[src/rtl/fft_host_pkg.sv]
// Shared types and default widths for the FFT stream host and the bridge bench.
package fft_host_pkg;

    localparam int HOST_DATA_WIDTH     = 32;
    localparam int HOST_SAMPLE_WIDTH   = 16;
    localparam int HOST_IDX_WIDTH      = 12;
    localparam int HOST_FIFO_DEPTH     = 16;
    localparam int HOST_TIMEOUT_CYCLES = 4096;

    typedef enum logic [2:0] {
        IDLE     = 3'd0,
        SEND     = 3'd1,
        WAIT_RES = 3'd2,
        RECV     = 3'd3,
        DONE     = 3'd4
    } host_fsm;

endpackage

[src/rtl/host_result_fifo.sv]
// Synchronous first-word-fall-through result FIFO; DEPTH must be a power of two >= 2.
module host_result_fifo #(
    parameter int WIDTH = 32,
    parameter int DEPTH = 16
) (
    input  logic                     clk,
    input  logic                     rst,
    input  logic                     push,
    input  logic [WIDTH-1:0]         push_data,
    input  logic                     pop,
    output logic [WIDTH-1:0]         head,
    output logic                     full,
    output logic                     empty,
    output logic [$clog2(DEPTH):0]   count
);
    localparam int PTR_W = $clog2(DEPTH);
    localparam int CNT_W = PTR_W + 1;

    logic [WIDTH-1:0] mem_q [DEPTH];
    logic [PTR_W-1:0] wr_ptr_q, wr_ptr_d, rd_ptr_q, rd_ptr_d;
    logic [CNT_W-1:0] count_q, count_d;
    logic             do_push, do_pop;

    // Push is gated by the registered full flag, so a same-cycle pop frees room only next cycle.
    always_comb begin
        do_push  = push && !full;
        do_pop   = pop && !empty;
        wr_ptr_d = do_push ? wr_ptr_q + PTR_W'(1) : wr_ptr_q;
        rd_ptr_d = do_pop ? rd_ptr_q + PTR_W'(1) : rd_ptr_q;
        count_d  = count_q;
        case ({do_push, do_pop})
            2'b10:   count_d = count_q + CNT_W'(1);
            2'b01:   count_d = count_q - CNT_W'(1);
            default: count_d = count_q;
        endcase
    end

    always_ff @(posedge clk) begin
        if (rst) begin
            wr_ptr_q <= '0;
            rd_ptr_q <= '0;
            count_q  <= '0;
        end else begin
            wr_ptr_q <= wr_ptr_d;
            rd_ptr_q <= rd_ptr_d;
            count_q  <= count_d;
        end
    end

    always_ff @(posedge clk) begin
        if (do_push) begin
            mem_q[wr_ptr_q] <= push_data;
        end
    end

    assign full  = (count_q == CNT_W'(DEPTH));
    assign empty = (count_q == '0);
    assign count = count_q;
    assign head  = mem_q[rd_ptr_q];

endmodule

[src/rtl/fft_stream_host.sv]
// Host side of the FFT AXI bridge: streams one frame of samples out, collects the results.
// Optional result watchdog and o_TIMEOUT port enabled by defining FFT_HOST_TIMEOUT_EN.
module fft_stream_host
    import fft_host_pkg::*;
#(
    parameter int DATA_WIDTH     = HOST_DATA_WIDTH,
    parameter int SAMPLE_WIDTH   = HOST_SAMPLE_WIDTH,
    parameter int IDX_WIDTH      = HOST_IDX_WIDTH,
    parameter int FIFO_DEPTH     = HOST_FIFO_DEPTH,
    parameter int TIMEOUT_CYCLES = HOST_TIMEOUT_CYCLES
) (
    input  logic                    i_clk,
    input  logic                    i_rst,
    input  logic                    i_START,
    input  logic [IDX_WIDTH-1:0]    i_FRAME_LEN,
    input  logic [SAMPLE_WIDTH-1:0] i_SAMPLE,
    input  logic                    i_SAMPLE_VALID,
    output logic                    o_SAMPLE_READY,
    output logic [SAMPLE_WIDTH-1:0] o_AWDATA,
    output logic                    o_AWVALID,
    input  logic                    i_AWREADY,
    output logic [IDX_WIDTH-1:0]    o_SAMPLES_NUMBER,
    input  logic [DATA_WIDTH-1:0]   i_ARDATA,
    input  logic                    i_ARVALID,
    output logic                    o_ARREADY,
    output logic [DATA_WIDTH-1:0]   o_RESULT,
    output logic                    o_RESULT_VALID,
    input  logic                    i_RESULT_READ,
    output logic                    o_BUSY,
    output logic                    o_DONE,
    output host_fsm                 o_STATE
`ifdef FFT_HOST_TIMEOUT_EN
    ,
    output logic                    o_TIMEOUT
`endif
);
    localparam int CNT_W  = IDX_WIDTH + 1;
    localparam int FCNT_W = $clog2(FIFO_DEPTH) + 1;

    if ((FIFO_DEPTH < 2) || ((FIFO_DEPTH & (FIFO_DEPTH - 1)) != 0) || (TIMEOUT_CYCLES < 1)) begin : g_bad_cfg
        $error("fft_stream_host: FIFO_DEPTH must be a power of two >= 2 and TIMEOUT_CYCLES >= 1");
    end

    host_fsm                 state_q, state_d;
    logic [IDX_WIDTH-1:0]    len_q, len_d;
    logic [CNT_W-1:0]        len_ext;
    logic [CNT_W-1:0]        acc_q, acc_d, sent_q, sent_d, recv_q, recv_d;
    logic [SAMPLE_WIDTH-1:0] awdata_q, awdata_d;
    logic                    awvalid_q, awvalid_d;
    logic                    sample_ready, sample_hs, aw_hs, ar_ready, ar_hs;
    logic                    fifo_full, fifo_empty;
    logic [FCNT_W-1:0]       fifo_count;
    logic [DATA_WIDTH-1:0]   fifo_head;
`ifdef FFT_HOST_TIMEOUT_EN
    localparam int WD_W = $clog2(TIMEOUT_CYCLES + 1);
    logic [WD_W-1:0]         wd_q, wd_d;
    logic                    timeout_q, timeout_d;
`endif

    assign len_ext = {1'b0, len_q};

    always_comb begin
        state_d   = state_q;
        len_d     = len_q;
        acc_d     = acc_q;
        sent_d    = sent_q;
        recv_d    = recv_q;
        awdata_d  = awdata_q;
        awvalid_d = awvalid_q;
`ifdef FFT_HOST_TIMEOUT_EN
        wd_d      = wd_q;
        timeout_d = 1'b0;
`endif
        // 'accepted' limits intake; 'sent' tracks what actually left on AW.
        sample_ready = (state_q == SEND) && (acc_q < len_ext) && (!awvalid_q || i_AWREADY);
        sample_hs    = sample_ready && i_SAMPLE_VALID;
        aw_hs        = awvalid_q && i_AWREADY;
        ar_ready     = ((state_q == WAIT_RES) || (state_q == RECV)) && !fifo_full;
        ar_hs        = ar_ready && i_ARVALID;

        unique case (state_q)
            IDLE: begin
                if (i_START && (i_FRAME_LEN != '0)) begin
                    len_d   = i_FRAME_LEN;
                    acc_d   = '0;
                    sent_d  = '0;
                    recv_d  = '0;
                    state_d = SEND;
                end
            end
            SEND: begin
                if (aw_hs) begin
                    sent_d    = sent_q + CNT_W'(1);
                    awvalid_d = 1'b0;
                    if (sent_d == len_ext) begin
                        state_d = WAIT_RES;
`ifdef FFT_HOST_TIMEOUT_EN
                        wd_d    = '0;
`endif
                    end
                end
                if (sample_hs) begin
                    acc_d     = acc_q + CNT_W'(1);
                    awdata_d  = i_SAMPLE;
                    awvalid_d = 1'b1;
                end
            end
            WAIT_RES, RECV: begin
                if (ar_hs) begin
                    recv_d  = recv_q + CNT_W'(1);
                    state_d = (recv_d == len_ext) ? DONE : RECV;
`ifdef FFT_HOST_TIMEOUT_EN
                    wd_d    = '0;
                end else begin
                    wd_d = wd_q + WD_W'(1);
                    if (wd_d == WD_W'(TIMEOUT_CYCLES)) begin
                        timeout_d = 1'b1;
                        state_d   = IDLE;
                    end
`endif
                end
            end
            DONE:    state_d = IDLE;
            default: state_d = IDLE;
        endcase
    end

    always_ff @(posedge i_clk) begin
        if (i_rst) begin
            state_q   <= IDLE;
            len_q     <= '0;
            acc_q     <= '0;
            sent_q    <= '0;
            recv_q    <= '0;
            awdata_q  <= '0;
            awvalid_q <= 1'b0;
`ifdef FFT_HOST_TIMEOUT_EN
            wd_q      <= '0;
            timeout_q <= 1'b0;
`endif
        end else begin
            state_q   <= state_d;
            len_q     <= len_d;
            acc_q     <= acc_d;
            sent_q    <= sent_d;
            recv_q    <= recv_d;
            awdata_q  <= awdata_d;
            awvalid_q <= awvalid_d;
`ifdef FFT_HOST_TIMEOUT_EN
            wd_q      <= wd_d;
            timeout_q <= timeout_d;
`endif
        end
    end

    host_result_fifo #(
        .WIDTH (DATA_WIDTH),
        .DEPTH (FIFO_DEPTH)
    ) u_result_fifo (
        .clk       (i_clk),
        .rst       (i_rst),
        .push      (ar_hs),
        .push_data (i_ARDATA),
        .pop       (i_RESULT_READ),
        .head      (fifo_head),
        .full      (fifo_full),
        .empty     (fifo_empty),
        .count     (fifo_count)
    );

    // The head is masked while empty so a flushed FIFO presents zero.
    assign o_RESULT         = fifo_empty ? '0 : fifo_head;
    assign o_RESULT_VALID   = (fifo_count != '0);
    assign o_SAMPLE_READY   = sample_ready;
    assign o_AWDATA         = awdata_q;
    assign o_AWVALID        = awvalid_q;
    assign o_SAMPLES_NUMBER = len_q;
    assign o_ARREADY        = ar_ready;
    assign o_BUSY           = (state_q != IDLE);
    assign o_DONE           = (state_q == DONE);
    assign o_STATE          = state_q;
`ifdef FFT_HOST_TIMEOUT_EN
    assign o_TIMEOUT        = timeout_q;
`endif

endmodule

[config.mk]
export PLATFORM = sky130hd
export DESIGN_NAME = fft_stream_host
export DESIGN_NICKNAME = d
export VERILOG_FILES = /design/src/rtl/fft_host_pkg.sv /design/src/rtl/host_result_fifo.sv /design/src/rtl/fft_stream_host.sv
export SDC_FILE = /design/constraint.sdc
export NUM_CORES = 1
export LEC_CHECK = 0
export CAP_MARGIN = 20
export CORE_ASPECT_RATIO = 1.4
export CORE_MARGIN = 2
export CORE_UTILIZATION = 50
export DETAILED_ROUTE_END_ITERATION = 10
export GPL_ROUTABILITY_DRIVEN = 0
export PLACE_DENSITY_LB_ADDON = 0.12
export SYNTH_ARGS = -nofsm -noshare
export SYNTH_HDL_FRONTEND = slang
export SYNTH_SLANG_ARGS = --single-unit
[constraint.sdc]
create_clock -name i_clk -period 12.32 [get_ports i_clk]
set_input_delay 2.464 -clock i_clk [delete_from_list [all_inputs] [get_ports i_clk]]
set_output_delay 2.464 -clock i_clk [all_outputs]
set_load 0.01 [all_outputs]
==> results_dict.tcl <==
set metrics [dict create \
    min_path_type "flop to flop" \
    grt.busiest_layer "met2" \
    synthTopCellsByCount "edfxtp_1 (512), mux4_2 (160), nand2_1 (110)" \
    fmax_mhz 150 \
    fin_crit_sh 0.542 \
    async_flop_share 0 \
    yosysTopAreaCell "edfxtp_1" \
    worst_ep_required_time_ps 9860 \
    grtUsageMet1 0.276 \
    drt-vias-per-instance 5.89 \
    synth_cell_type_count 57 \
    finalClockSkew_ps 13.4 \
    ctsResizeCount 0 \
    rsz0062_at_grt "no" \
    synth_most_common_cell "edfxtp_1" \
    cp_common_cell "clkdlybuf4s50_1" \
    gr-usage-met3 0.0285 \
    cp_max_fo 4 \
    drt_first_iter_violations 860 \
    critPathBufInv 3 \
    syn_area_per_cell_um2 17.3 \
    leakage_nw 8.76 \
    synth_edf_count 512 \
    port-buffer-count 135 \
    antenna_found_initial 0 \
    ys_seq_elements 600 \
    coreArea_um2 48000 \
    num_vias 13100 \
    cp-start-kind "input pin" \
    area_growth_pct 16.5 \
    arrival_ps 4220 \
    maxSlewViolCount 0 \
    crit_family "buffers and inverters" \
    n_fill_cell 3647 \
    min_period_ps 6680 \
    synth.cell_area_um2 24300 \
    clock_latency_ps 580 \
    cp_cell_sequence "clkdlybuf4s50_1 > inv_1 > a2111oi_4 > o21ai_2 > nor2_1 > clkdlybuf4s50_1" \
    die_w_um 190 \
    post-dp-hpwl_mm 28.4 \
    setup_viol 0 \
    track_usage 0.214 \
    ys_top_cells_by_area "edfxtp_1 (63%), mux4_2 (15%), dfxtp_1 (7.3%)" \
    drive_gt1_frac 0.187 \
    grt_util_met2 0.378 \
    cts_buffers 56 \
    start_util 0.506 \
    cp_slowest_stage_delay_ps 540 \
    ios 136 \
    synth_ff_type "edfxtp_1" \
    drc 0 \
    seq_area_um2 17100 \
    root_buffer "clkbuf_16" \
    antenna_cells 0 \
    grt_pass1_vias 13400 \
    worstSetupPathType "input pin to output port" \
    grt-ovfl-total 0 \
    grt_max_degree 110 \
    htreeDepth 2 \
    slew_headroom 0.295 \
    die_area_um2 50400 \
    tns_ps 0 \
    multi_input_area_um2 6870 \
    fin_util 0.589 \
    tightest_slew_ps 1050 \
    peakVddDrop_uv 119 \
    ys_seq_area_frac 0.706 \
    synth_top_area_frac 0.633 \
    cts_tree "done" \
    syn_nets 1495 \
    status "finished, final reports clean" \
    placementRows 95 \
    ys_warn_count 0 \
    grt_pass1_wl_mm 79.9 \
    clk_pin_slew_ps 60 \
    cts_sinks 600 \
    timing.max_cap.violations 0 \
    power.density_nw_per_um2 145 \
    critPathSlowestCell "clkdlybuf4s50_1" \
    layout.nets 1635 \
    wire_per_inst_um 24.0 \
    clock_path_buffers 3 \
    cts_hold_buf 0 \
    hold_viol 0 \
    critical_path.endpoint_type "output port" \
    drt_first_pass_iters 5 \
    ant_nets 0 \
    synthesis.instances 1406 \
    wirelength_mm 53.3 \
    die_y_um 265 \
    cts_setup_buffers 0 \
]
cells by family (layout without fill, tap and decap cells):
family / count (synthesis) / after routing / share of synthesized area
flops: 600 / 600 / 0.706
simple gates: 331 / 331 / 0.0659
mux: 164 / 164 / 0.150
compound gates: 138 / 138 / 0.0333
buf+inv: 102 / 286 / 0.0161
xor+xnor: 48 / 48 / 0.0173
fa+ha+maj: 23 / 23 / 0.0117
metrics by stage:
stage / hold slack, ps / power [mW] / cell area (µm²) / std cells / setup WS (ps)
2_1_floorplan: 461 / 2.33 / 24300 / 1406 / 6550
3_3_place_gp: 442 / 2.41 / 26400 / 2117 / 5640
3_5_place_dp: 449 / 2.41 / 26400 / 2117 / 5650
4_1_cts: 459 / 4.15 / 28300 / 2219 / 5640
5_1_grt: 482 / 4.23 / 28300 / 2220 / 5570
6_report: 454 / 4.11 / 28300 / 2220 / 5640
state kept, by name (all words and copies together) (netlist names), named ones only:
register	flops
u_result_fifo.mem_q	512
o_AWDATA	16
acc_q	13
recv_q	13
sent_q	13
o_SAMPLES_NUMBER	12
u_result_fifo.count	5
u_result_fifo.rd_ptr_q	4
u_result_fifo.wr_ptr_q	4
o_STATE	3
o_AWVALID	1
per-layer routing:
layer / vias to the layer above / part of all wire
met2: 331 / 0.52
met4: 0 / 0.027
met3: 84 / 0.044
met1: 6838 / 0.41
li1: 5824 / -
met5: - / 0
placed cells by master (no fill, tap or decap), drive strengths merged, types with 5 or more instances in the layout:
cell type,count
nor2,73
buf,25
bufinv,8
a211oi,5
xor2,19
dfxtp,88
clkdlybuf4s50,134
inv,27
mux4,160
and2,35
or4,5
nand4,15
and3,5
o21ai,25
nand2,111
a21oi,78
nand2b,6
edfxtp,512
nand3,21
clkbuf,66
xnor2,29
nor4,10
a31oi,7
nor3,25
clkinv,24
ha,22
or3,7
worst paths after layout:
path	depth (start not counted)	to	slack (ps)	from
min reg2reg	2	o_AWDATA[0]	450	o_AWDATA[0]
max reg2reg	11	u_result_fifo.count[4]	8690	u_result_fifo.count[0]
min	2	o_AWDATA[0]	450	o_AWDATA[0]
max	6	o_SAMPLE_READY	5640	i_AWREADY
worst reg2reg max path, stage by stage (launching register included):
cell and delay, ps:
dfxtp_1 360, nor4_1 480, nand2b_2 660, and2_1 510, ha_1 320, xor2_1 170
ha_1 180, a21oi_1 260, a32oi_1 150, a21oi_1 210, xnor2_1 140, nor2_1 50
power by group:
| part | internal [mW] | switching (mW) | leakage (nW) |
|---|---|---|---|
| registers | 2.21 | 0.0130 | 5.31 |
| logic | 0.0632 | 0.0816 | 2.53 |
| clock network | 1.02 | 0.726 | 0.910 |
| total | 3.29 | 0.820 | 8.76 |
area by class of cell:
cell class,instances,area share
Multi-Input combinational cell,704,0.243
Inverter,25,0.00332
Clock inverter,36,0.0140
Tap cell,630,0.0279
Clock buffer,66,0.0519
Timing Repair Buffer,159,0.0544
Sequential cell,600,0.606
Note: power is estimated with default switching activity, not from simulation.
